### src/rtl/upower_alu_pkg.sv
// Shared uPower ALU definitions: opcode/XO constants, the ALU control code and
// the instruction-to-control decode used by the control queue and the ALU.
package upower_alu_pkg;

    localparam logic [5:0] OP_LW    = 6'd32;
    localparam logic [5:0] OP_SW    = 6'd36;
    localparam logic [5:0] OP_ADDI  = 6'd14;
    localparam logic [5:0] OP_BEQ   = 6'd19;
    localparam logic [5:0] OP_ORI   = 6'd15;
    localparam logic [5:0] OP_ANDI  = 6'd28;
    localparam logic [5:0] OP_XORI  = 6'd26;
    localparam logic [5:0] OP_RTYPE = 6'd31;

    localparam logic [9:0] XO_AND   = 10'd28;
    localparam logic [9:0] XO_OR    = 10'd444;
    localparam logic [9:0] XO_ADD   = 10'd266;
    localparam logic [9:0] XO_SUB   = 10'd40;
    localparam logic [9:0] XO_XOR   = 10'd316;
    localparam logic [9:0] XO_NAND  = 10'd476;
    localparam logic [9:0] XO_SLD   = 10'd27;
    localparam logic [9:0] XO_SRD   = 10'd539;
    localparam logic [9:0] XO_SRAD  = 10'd794;
    localparam logic [9:0] XO_EXTSW = 10'd986;
    localparam logic [9:0] XO_CMP   = 10'd0;

    typedef enum logic [3:0] {
        ALU_AND   = 4'd0,
        ALU_OR    = 4'd1,
        ALU_ADD   = 4'd2,
        ALU_XOR   = 4'd3,
        ALU_NAND  = 4'd4,
        ALU_SUB   = 4'd6,
        ALU_SLD   = 4'd7,
        ALU_SRD   = 4'd8,
        ALU_SRAD  = 4'd9,
        ALU_EXTSW = 4'd10,
        ALU_CMP   = 4'd11
    } alu_ctrl_e;

    typedef struct packed {
        alu_ctrl_e ctrl;
        logic      illegal;
    } alu_dec_t;

    // Unrecognised encodings decode to ctrl=AND (0) with the illegal flag set.
    function automatic alu_dec_t alu_decode(input logic [5:0] opcode,
                                            input logic [9:0] xo);
        alu_dec_t dec;
        dec.ctrl    = ALU_AND;
        dec.illegal = 1'b0;
        case (opcode)
            OP_LW, OP_SW, OP_ADDI: dec.ctrl = ALU_ADD;
            OP_BEQ:                dec.ctrl = ALU_SUB;
            OP_ORI:                dec.ctrl = ALU_OR;
            OP_ANDI:               dec.ctrl = ALU_AND;
            OP_XORI:               dec.ctrl = ALU_XOR;
            OP_RTYPE: begin
                case (xo)
                    XO_AND:   dec.ctrl = ALU_AND;
                    XO_OR:    dec.ctrl = ALU_OR;
                    XO_ADD:   dec.ctrl = ALU_ADD;
                    XO_SUB:   dec.ctrl = ALU_SUB;
                    XO_XOR:   dec.ctrl = ALU_XOR;
                    XO_NAND:  dec.ctrl = ALU_NAND;
                    XO_SLD:   dec.ctrl = ALU_SLD;
                    XO_SRD:   dec.ctrl = ALU_SRD;
                    XO_SRAD:  dec.ctrl = ALU_SRAD;
                    XO_EXTSW: dec.ctrl = ALU_EXTSW;
                    XO_CMP:   dec.ctrl = ALU_CMP;
                    default:  dec.illegal = 1'b1;
                endcase
            end
            default: dec.illegal = 1'b1;
        endcase
        return dec;
    endfunction

endpackage

### src/rtl/upower_sync_fifo.sv
// Single-clock FIFO with extra-MSB pointers; the head entry reads as zero when
// empty so the consumer never sees uninitialised storage.
module upower_sync_fifo #(
    parameter int WIDTH = 8,
    parameter int DEPTH = 2
) (
    input  logic             clk,
    input  logic             rst,
    input  logic             push,
    input  logic             pop,
    input  logic [WIDTH-1:0] wr_data,
    output logic [WIDTH-1:0] rd_data,
    output logic             full,
    output logic             empty
);

    localparam int AW = $clog2(DEPTH);

    logic [AW:0]      wr_ptr;
    logic [AW:0]      rd_ptr;
    logic [WIDTH-1:0] mem [DEPTH];
    logic             do_push;
    logic             do_pop;

    assign empty   = (wr_ptr == rd_ptr);
    assign full    = (wr_ptr[AW] != rd_ptr[AW]) && (wr_ptr[AW-1:0] == rd_ptr[AW-1:0]);
    assign do_push = push && !full;
    assign do_pop  = pop && !empty;

    // NOTE: sequential state uses non-blocking assignments so every register
    // samples pre-edge values regardless of process ordering.
    always_ff @(posedge clk or posedge rst) begin
        if (rst) begin
            wr_ptr <= '0;
            rd_ptr <= '0;
        end else begin
            if (do_push) wr_ptr <= wr_ptr + (AW+1)'(1);
            if (do_pop)  rd_ptr <= rd_ptr + (AW+1)'(1);
        end
    end

    // NOTE: storage is deliberately not reset; the pointers alone define which
    // entries are live, and rd_data is masked while empty.
    always_ff @(posedge clk) begin
        if (do_push) mem[wr_ptr[AW-1:0]] <= wr_data;
    end

    assign rd_data = empty ? '0 : mem[rd_ptr[AW-1:0]];

endmodule

### src/rtl/upower_alu_ctrl_q.sv
// Registered ALU-control decoder: decodes each accepted instruction, queues the
// control word with its tag, and counts illegal decodes for debug.
module upower_alu_ctrl_q
    import upower_alu_pkg::*;
#(
    parameter int CTRL_W = 4,
    parameter int DEPTH  = 2,
    parameter int TAG_W  = 5,
    parameter int CNT_W  = 8
) (
    input  logic              clk,
    input  logic              rst,
    input  logic              in_valid,
    output logic              in_ready,
    input  logic [5:0]        in_opcode,
    input  logic [9:0]        in_xo,
    input  logic [TAG_W-1:0]  in_tag,
    output logic              out_valid,
    input  logic              out_ready,
    output logic [CTRL_W-1:0] out_ctrl,
    output logic              out_illegal,
    output logic [TAG_W-1:0]  out_tag,
    output logic [CNT_W-1:0]  ill_count,
    input  logic              count_clr
);

    localparam int ENTRY_W = 1 + 4 + TAG_W;

    alu_dec_t           dec;
    logic               push;
    logic               pop;
    logic               full;
    logic               empty;
    logic [ENTRY_W-1:0] wr_entry;
    logic [ENTRY_W-1:0] head;
    logic [3:0]         head_ctrl;

    assign dec      = alu_decode(in_opcode, in_xo);
    assign wr_entry = {dec.illegal, dec.ctrl, in_tag};

    // in_ready depends only on occupancy, so a pop never frees a slot in the same cycle.
    assign in_ready  = !full;
    assign out_valid = !empty;
    assign push      = in_valid && in_ready;
    assign pop       = out_valid && out_ready;

    upower_sync_fifo #(
        .WIDTH (ENTRY_W),
        .DEPTH (DEPTH)
    ) u_fifo (
        .clk     (clk),
        .rst     (rst),
        .push    (push),
        .pop     (pop),
        .wr_data (wr_entry),
        .rd_data (head),
        .full    (full),
        .empty   (empty)
    );

    assign out_illegal = head[ENTRY_W-1];
    assign head_ctrl   = head[TAG_W +: 4];
    assign out_ctrl    = CTRL_W'(head_ctrl);
    assign out_tag     = head[TAG_W-1:0];

    always_ff @(posedge clk or posedge rst) begin
        if (rst) begin
            ill_count <= '0;
        end else if (count_clr) begin
            ill_count <= '0;
        end else if (push && dec.illegal && (ill_count != {CNT_W{1'b1}})) begin
            ill_count <= ill_count + CNT_W'(1);
        end
    end

endmodule

### config.mk
export PLATFORM = sky130hd
export DESIGN_NAME = upower_alu_ctrl_q
export DESIGN_NICKNAME = d
export VERILOG_FILES = /design/src/rtl/upower_alu_pkg.sv /design/src/rtl/upower_sync_fifo.sv /design/src/rtl/upower_alu_ctrl_q.sv
export SDC_FILE = /design/constraint.sdc
export NUM_CORES = 1
export LEC_CHECK = 0
export CORE_UTILIZATION = 25
export DETAILED_ROUTE_END_ITERATION = 7
export GPL_TIMING_DRIVEN = 0
export PLACE_DENSITY_LB_ADDON = 0.12
export SYNTH_ARGS = -nofsm -noshare
export SYNTH_HDL_FRONTEND = slang
export SYNTH_SLANG_ARGS = --single-unit
### constraint.sdc
create_clock -name clk -period 2.3 [get_ports clk]
set_input_delay 0.23 -clock clk [delete_from_list [all_inputs] [get_ports clk]]
set_output_delay 0.23 -clock clk [all_outputs]
set_load 0.005 [all_outputs]
==> results of run 1 <==
==> registers in the layout (all words and copies together) (netlist names) <==
signal         count
ill_count          8
u_fifo.mem        20
u_fifo.rd_ptr      2
u_fifo.wr_ptr      2
==> cell usage in the layout, fill, tap and decap left out, types with 5 or more instances in the layout <==
cell / Yosys / layout
clkdlybuf4s50_1: 0 / 33
nor2_1: 28 / 28
edfxtp_1: 20 / 20
nand2_1: 14 / 13
dfrtp_1: 12 / 12
mux2i_1: 11 / 11
nor2b_1: 9 / 8
inv_1: 7 / 7
mux2_1: 6 / 6
a21oi_1: 5 / 5
clkbuf_8: 0 / 5
dlymetal6s2s_1: 0 / 5
==> through the flow <==
stage          std cells  hold WS, ns  utilization, %  power [mW]  setup slack, ns
2_1_floorplan        195       0.0947               -        1.45            0.267
3_3_place_gp         339        0.484            32.9        2.06           -0.472
3_5_place_dp         339        0.477            32.9        2.06           -0.468
4_1_cts              349        0.290            34.7        2.61          0.00776
5_1_grt              349        0.318            35.3        2.79          0.00671
6_report             349        0.265            35.3        2.57            0.151
==> worst max path at each step <==
stage                              end  slack (ns)  cells after the start
after floorplan           ill_count[7]        0.27                      7
after global placement    ill_count[2]       -0.47                      8
after detailed placement  ill_count[7]       -0.47                      8
after CTS                 ill_count[7]       0.008                      7
after global routing      ill_count[4]       0.007                      7
final                     ill_count[7]        0.15                      7
==> layer usage <==
| metal | vias up | share of wire, % |
|---|---|---|
| met5 | - | 0 |
| met4 | 0 | 1.7 |
| met3 | 9 | 4.6 |
| met2 | 39 | 46 |
| met1 | 776 | 48 |
| li1 | 818 | - |
==> what timing repair did <==
item                                   CTS  global route
gates resized for setup                  9            14
setup endpoints to repair               17            13
buffers inserted                         2             0
pin swaps                                2             5
endpoints found under the hold margin    0             0
==> cells by family (layout without fill, tap and decap cells) <==
logic type	after synthesis	after routing	synth area share, %
AO/OA/AOI/OAI	29	29	12.8
XOR/XNOR	8	8	3.52
flip-flops	32	32	45.3
AND/OR/NAND/NOR	92	92	25.1
multiplexers	18	18	9.49
buffers and inverters	15	67	3.21
adder cells (fa/ha/maj)	1	1	0.628
==> final cells by class <==
| class | count | share of cell area (%) |
|---|---|---|
| multi-input cells | 148 | 39.5 |
| flip-flops and latches | 32 | 33.0 |
| repair buffers | 44 | 16.2 |
| well taps | 102 | 4.68 |
| clock inverters | 3 | 1.56 |
| inverters | 7 | 0.963 |
| plain buffers | 8 | 1.47 |
| clock buffers | 5 | 2.52 |
==> critical path, stage by stage (launching register included) <==
cell and delay (ns):
dfrtp_1 0.35, buf_2 0.15, xnor2_1 0.13, nand2_1 0.12
nand2_2 0.11, or4_4 0.57, a211oi_4 0.25, mux2_1 0.34
==> power by group through the flow <==
stage               registers, mW  logic, mW  clock network, mW
floorplan                   0.863      0.590                  0
global placement            0.876       1.18                  0
detailed placement          0.877       1.18                  0
CTS                         0.865       1.19              0.558
global route                0.880       1.32              0.597
finish                      0.862       1.17              0.539
==> impl_metrics.toml, run 1 <==
[run_status]
status = "finished clean"

[power]
internal_power_mw = 1.74
p_clk_share_pct = 21.0
pwr-share-comb_pct = 45.5
seqPwrFrac_pct = 33.5
p_leak_nw = 1.05
p_switching_mw = 0.830
ir_worst_vdd_v = 0.000367
swShare_pct = 32.3
power_density_mw_per_mm2 = 943

[clock_tree]
cts_tree = "yes"
clock_sink_count = 32
cts_buffer_depth = 2
clkTransAtPathRegs_ns = 0.07
clk_latency_ns = 0.29
holdBufCountCts = 0
cts_buffers = 5
h-tree-depth = 2
cts-root-buf = "clkbuf_8"

[final_layout]
area_growth_pct = 37.0
drive_above_1_share_pct = 15.0
nets = 273
seq_area_um2 = 901
multi_input_area_mm2 = 0.00108
fill_cells = 775
num_antenna_cells = 0
design_area_mm2 = 0.00273

[synthesis]
synth-seq-area-share_pct = 45.3
avgSynthCellArea_um2 = 10.2
syn_nets = 222
synth_most_common_cell = "nor2_1"
synthTopCellsByCount = "nor2_1 (28), edfxtp_1 (20), nand2_1 (14)"
synth-seq-cells = 32
synth_top_area_share_pct = 30.2
synth_edf_count = 20
ys.flop_type = "edfxtp_1"
synth_top_area_cell = "edfxtp_1"
synthesis.instances = 195
synth-async-reset-ratio_pct = 37.5
ys_types = 54
synthTopCellsByArea = "edfxtp_1 (30%), dfrtp_1 (15%), mux2i_1 (5.5%), nor2_1 (5.3%), mux2_1 (3.4%)"
mappedNetlistArea_mm2 = 0.00199
yosys_warnings = 0

[grt]
antenna_found_initial = 0
grt_most_used_layer = "met2"
grt_pass1_vias = 1600
grtUsageMet3_pct = 2.93
grt.total_usage_pct = 12.2
grt_max_degree = 13
gr-total-overflow = 0
grt_pass1_wl_um = 7910
use_met2_pct = 19.4
grt_util_met1_pct = 15.7

[worst_hold_path]
hold_class = "in2async"

[floorplanning]
rows = 32
initial_core_util_pct = 25.8
coreArea_mm2 = 0.00773
die_x_um = 91.2
ios = 46
die_y_um = 91.2
die_area_mm2 = 0.00832

[routing]
dr.pass1.iters = 6
drt-total-wl_um = 4680
wl_per_cell_um = 13.4
drtIter0Drc = 50
drc_errors = 0
drtAntennaViolNets = 0
vias = 1642
viasPerCell = 4.70

[placed_design]
dpl_cell_area_mm2 = 0.00254
gp_congestion = 0.766
dp_hpwl_um = 3310
port_buffers = 42

[setup_path]
cp_data_arrival_time_ns = 2.32
start_kind = "flop"
reg2reg_depth = 7
rrSetupSlack_ns = 0.15
crit_path_start = "u_fifo.rd_ptr[0]"
worstReg2RegEnd = "ill_count[7]"
r2r-start = "u_fifo.rd_ptr[0]"
cp_max_fo = 5
worstPathRequired_ns = 2.47
critical_path_class = "reg2reg"
end_kind = "flop"

[timing]
drv_slew = 0
fmax_mhz = 465
fin_crit_sh_pct = 93.4
fin_worst_skew_ns = 0.00508
fin_crit_ns = 2.15
setup_viol = 0
finalHoldViolations = 0
relSlewSlack_pct = 40.9
setup_tns_ns = 0
tightest_slew_ns = 0.884
grt_setup_unrepaired = "no"

[job]
maxCapViolCount = 0
No activity file was read; power rests on OpenSTA's default activity.
==> run 2, diff against run 1 <==
ABC_AREA = 1   (was not set)
==> run 2 against run 1 <==
Power is 7.1% lower. Critical path depth fell by 3. Utilization increased by 0.54 points. Area after synthesis down 7.5%. Clock power shrank 27%. Die area decreased by 7.4%. Via count down 3.3%.
==> impl_metrics.toml, run 2 <==
[run_status]
status = "finished clean"

[final_layout]
nets = 306
largest_reg_flops = 20
drive_above_1_share_pct = 6.43
seq_area_um2 = 901
fill_cells = 723
mostFrequentLayoutCells = "nand2_1 (58), clkdlybuf4s50_1 (45), nor2_1 (29)"
area_growth_pct = 35.2
multi_input_area_um2 = 811
num_antenna_cells = 0
final_common_cell = "nand2_1"

[timing]
holdWs_ns = 0.276
grt_setup_unrepaired = "no"
drv_slew = 0
fin_worst_skew_ns = 0.00738
setup_tns_ns = 0
tightest_slew_ns = 1.02
relSlewSlack_pct = 31.7
finalHoldViolations = 0
setup_viol = 0
fin_crit_sh_pct = 92.9
fin_crit_ns = 2.14
fmax_mhz = 468

[grt]
grt_pass1_wl_um = 6440
antenna_found_initial = 0
grt_max_degree = 13
grt.total_usage_pct = 10.9
gr-total-overflow = 0
grt_pass1_vias = 1419

[synthesis]
synthTopCellsByArea = "edfxtp_1 (33%), dfrtp_1 (16%), nand2_1 (12%), nand3_1 (7.1%), nor2_1 (5.9%)"
avgSynthCellArea_um2 = 8.07
synth_most_common_cell = "nand2_1"
yosys_warnings = 0
ys.flop_type = "edfxtp_1"
synth_edf_count = 20
synth-seq-area-share_pct = 48.9
synthSimpleGateAreaFrac_pct = 33.0
synthTopCellsByCount = "nand2_1 (58), nor2_1 (29), inv_1 (28)"
synth_top_family_by_area = "simple AND/OR/NAND/NOR gates"
synthesis.instances = 228
synth.area.mux_share_pct = 0
synthAdderAreaFrac_pct = 0.680
syn_nets = 255
ys_types = 26
synth-seq-cells = 32
synth_xor_area_share_pct = 4.28
synth_compound_area_share_pct = 6.05
synth-async-reset-ratio_pct = 37.5
synth_top_area_cell = "edfxtp_1"
synth_top_area_share_pct = 32.6
mappedNetlistArea_mm2 = 0.00184

[floorplanning]
rows = 30
die_y_um = 87.8
initial_core_util_pct = 26.5
die_x_um = 87.8
die_area_mm2 = 0.00771
coreArea_mm2 = 0.00694
ios = 46

[routing]
vias = 1587
drt-total-wl_um = 3910
viasPerCell = 4.22
dr.pass1.iters = 4
wl_per_cell_um = 10.4
drc_errors = 0
drtAntennaViolNets = 0
drtIter0Drc = 33

[setup_path]
cp_max_fo = 10
critical_path_class = "reg2out"
worstPathRequired_ns = 2.07
end_kind = "output pin"
start_kind = "flop"
cp_data_arrival_time_ns = 1.91

[clock_tree]
cts_buffer_depth = 2
cts_tree = "yes"
clock_sink_count = 32
clkTransAtPathRegs_ns = 0.07
clk_latency_ns = 0.27
h-tree-depth = 2
cts-root-buf = "clkbuf_8"
cts_buffers = 5

[placed_design]
gp_congestion = 0.767
port_buffers = 45
dp_hpwl_um = 2980

[worst_hold_path]
hold_class = "in2async"

[power]
power_density_mw_per_mm2 = 960
p_leak_nw = 1.10
ir_worst_vdd_v = 0.000208

[job]
maxCapViolCount = 0
==> run 2: cell types whose count changed after synthesis, sizes merged, moves of 7 or more <==
cell | before | now
nand4 | 3 | 12
inv | 7 | 29
nand3 | 5 | 27
mux2 | 7 | 0
mux2i | 11 | 0
nand2 | 14 | 62
nor2b | 9 | 0
==> run 2: worst paths after layout <==
check | startpoint | slack [ns] | to | depth (start not counted)
worst max-delay path | u_fifo.rd_ptr[0] | 0.16 | out_ctrl[2] | 4
worst min-delay path | rst | 0.28 | ill_count[1] | 2
worst max register to register | u_fifo.wr_ptr[1] | 0.25 | u_fifo.mem[1][6] | 5
worst min register to register | u_fifo.rd_ptr[1] | 0.48 | u_fifo.rd_ptr[1] | 1
max in group asynchronous | rst | 1.68 | ill_count[6] | 2
min in group clk | u_fifo.rd_ptr[1] | 0.48 | u_fifo.rd_ptr[1] | 1
==> run 2: layout make-up <==
cell class	count	share of cell area, %
plain buffers	2	0.352
clock buffers	7	3.07
clock inverters	1	0.151
inverters	31	4.73
multi-input cells	162	32.6
flip-flops and latches	32	36.2
well taps	96	4.83
repair buffers	45	18.1
==> run 2: cells by family after synthesis <==
group	after synthesis
buf+inv	34
xor+xnor	9
fa+ha+maj	1
compound gates	18
flops	32
simple gates	134
==> run 2: repair_timing <==
item / in CTS / in global routing
hold buffers: 0 / 0
resized for setup: 1 / 0
cloned: 0 / 0
endpoints found under the setup margin: 2 / 5
buffers inserted: 0 / 0
==> run 2: metal layers <==
metal	global-route usage [%]	up-vias	routed length [µm]	part of all wire [%]
met3	2.92	6	187	4.8
met1	14.7	692	1890	48
li1	-	852	-	-
met2	16.4	37	1750	45
met4	4.47	0	73	1.9
met5	0	-	0	0
==> run 2: metrics by stage <==
step	power (mW)	util, %	area [µm²]	worst slack (ns)	instances
3_3_place_gp	2.03	34.7	2410	0.224	369
2_1_floorplan	1.42	-	1840	0.556	228
4_1_cts	2.43	35.9	2490	0.0813	377
6_report	2.39	35.8	2490	0.164	376
3_5_place_dp	2.03	34.7	2410	0.233	369
5_1_grt	2.59	35.8	2490	0.0245	376
==> run 2: power breakdown <==
| group | total [mW] | internal [mW] | leakage [nW] | switching (mW) |
|---|---|---|---|---|
| Combinational | 1.13 | 0.556 | 0.721 | 0.573 |
| Sequential | 0.865 | 0.794 | 0.342 | 0.0717 |
| Clock | 0.395 | 0.210 | 0.0399 | 0.185 |
==> run 2: critical path, cell delays in order, from the launching register on <==
cell	delay [ns]
dfrtp_1	0.39
clkbuf_1	0.39
nand2_1	0.10
a21oi_1	0.21
clkdlybuf4s50_1	0.53
==> run 3, diff against run 2 <==
CTS_CLUSTER_SIZE = 30   (was not set)
DONT_BUFFER_PORTS = 1   (was not set)
SLEW_MARGIN = 25   (was not set)
==> run 3 against run 2 <==
Fmax rose by 4.3%. Count of clock-buffer cells in the layout fell by 1. Clock skew rose by 0.0041 ns. Power fell by 11%. Final cell count fell by 11%. Clock power rose by 33%. Routed wire length rose by 7.6%. Via count fell by 6.9%. Combinational power fell by 35%. Global-route usage rose by 0.17 points. Critical path type is now reg2reg.
==> impl_metrics.toml, run 3 (same netlist as run 2, synthesis figures left out) <==
[final_layout]
area_growth_pct = 13.1
design_area_mm2 = 0.00208
fill_cells = 765
mostFrequentLayoutCells = "nand2_1 (58), inv_1 (28), nor2_1 (28)"
num_antenna_cells = 0
nets = 263
fin_util_pct = 30.0
drive_above_1_share_pct = 8.44
final_common_cell = "nand2_1"
largest_reg_flops = 20

[setup_path]
cp-endpoint = "u_fifo.mem[0][6]"
crit_path_start = "u_fifo.wr_ptr[1]"
max_stage_delay_ns = 0.77
start_kind = "flop"
end_kind = "flop"
cp_max_fo = 10
worstReg2RegEnd = "u_fifo.mem[0][6]"
cp_data_arrival_time_ns = 1.94
critical_path_class = "reg2reg"
worstPathRequired_ns = 2.20
crit_slowest_cell = "nor2_1"
path_cells = "xnor2_1, inv_1, nand2_2, nand2_1, nor2_1"
rrSetupSlack_ns = 0.25
r2r-start = "u_fifo.wr_ptr[1]"
reg2reg_depth = 5

[routing]
drc_errors = 0
vias = 1478
dr.pass1.iters = 4
drt-total-wl_um = 4200
drtAntennaViolNets = 0
viasPerCell = 4.44
drtIter0Drc = 55
wl_per_cell_um = 12.6

[timing]
setup_viol = 0
tightest_slew_ns = 0.985
drv_slew = 0
fmax_mhz = 488
fin_crit_ns = 2.05
relSlewSlack_pct = 34.1
fin_crit_sh_pct = 89.1
fin_worst_skew_ns = 0.0115
grt_setup_unrepaired = "no"
setup_tns_ns = 0
finalHoldViolations = 0
setup_slack_ns = 0.251

[floorplanning]
die_x_um = 87.8
initial_core_util_pct = 26.5
coreArea_mm2 = 0.00694
die_area_mm2 = 0.00771
ios = 46
rows = 30
die_y_um = 87.8

[grt]
grt_pass1_wl_um = 6490
grt.total_usage_pct = 11.0
gr-total-overflow = 0
antenna_found_initial = 0
grt_pass1_vias = 1355
grt_max_degree = 13

[clock_tree]
postCtsResizedCells = 0
holdBufCountCts = 1
cts-root-buf = "clkbuf_8"
clock_sink_count = 32
clkTransAtPathRegs_ns = 0.07
cts_buffers = 5
cts_buffer_depth = 2
cts_tree = "yes"
clk_latency_ns = 0.28
h-tree-depth = 2
postCtsSetupBuffers = 0

[placed_design]
gp_congestion = 0.757
dpl_cell_area_mm2 = 0.00196
pre_cts_ws_ns = 0.199
port_buffers = 0
dp_hpwl_um = 3120

[run_status]
status = "finished clean"

[power]
p_leak_nw = 0.950
power_density_mw_per_mm2 = 1020
ir_worst_vdd_v = 0.000255

[job]
maxCapViolCount = 0

[worst_hold_path]
hold_class = "in2reg"
-- run 3: how the worst min path moves through the flow --
stage / endpoint / from / slack [ns] / cells after the start
after CTS: u_fifo.mem[0][4] / in_tag[4] / 0.03 / 0
after floorplan: ill_count[0] / rst / 0.09 / 1
after detailed placement: ill_count[0] / rst / 0.18 / 1
after global routing: u_fifo.mem[0][4] / in_tag[4] / 0.02 / 0
final: u_fifo.mem[0][4] / in_tag[4] / 0.04 / 0
after global placement: u_fifo.wr_ptr[0] / rst / 0.18 / 1
-- run 3: routing by layer --
| metal | vias up | wire length [µm] | global-route usage [%] | part of all wire (%) |
|---|---|---|---|---|
| li1 | 764 | - | - | - |
| met2 | 36 | 1940 | 17.9 | 46 |
| met5 | - | 0 | 0 | 0 |
| met4 | 0 | 61 | 4.02 | 1.5 |
| met1 | 671 | 1960 | 14.1 | 47 |
| met3 | 7 | 245 | 2.92 | 5.8 |
-- run 3: critical path: cells and delay by family (launching register included) --
kind,cells,cell delay (ns)
DFF,1,0.40
and+or+nand+nor,3,0.99
buffers and inverters,1,0.07
xor gates and xnor gates,1,0.19
-- run 3: cell type report --
| cell class | instances | area [µm²] | share of cell area, % |
|---|---|---|---|
| sequential | 32 | 901 | 43.3 |
| timing repair buffer | 1 | 10.0 | 0.481 |
| clock buffer | 6 | 72.6 | 3.49 |
| clock inverter | 2 | 35.0 | 1.68 |
| inverter | 31 | 116 | 5.59 |
| tap | 96 | 120 | 5.77 |
| buffer | 3 | 12.5 | 0.601 |
| multi-input combinational | 162 | 813 | 39.1 |
-- run 3: report_power, final --
| group | total (mW) | leakage, nW | internal [mW] | switching (mW) |
|---|---|---|---|---|
| Combinational | 0.733 | 0.552 | 0.200 | 0.534 |
| Sequential | 0.871 | 0.342 | 0.793 | 0.0779 |
| Clock | 0.526 | 0.0552 | 0.321 | 0.204 |
| Total | 2.13 | 0.950 | 1.31 | 0.816 |
-- run 3: per-stage QoR --
step	hold slack, ns	power [mW]	instances
floorplan	0.0947	1.42	228
global placement	0.180	1.63	324
detailed placement	0.182	1.64	324
CTS	0.0316	2.18	333
global route	0.0249	2.28	333
finish	0.0389	2.13	333
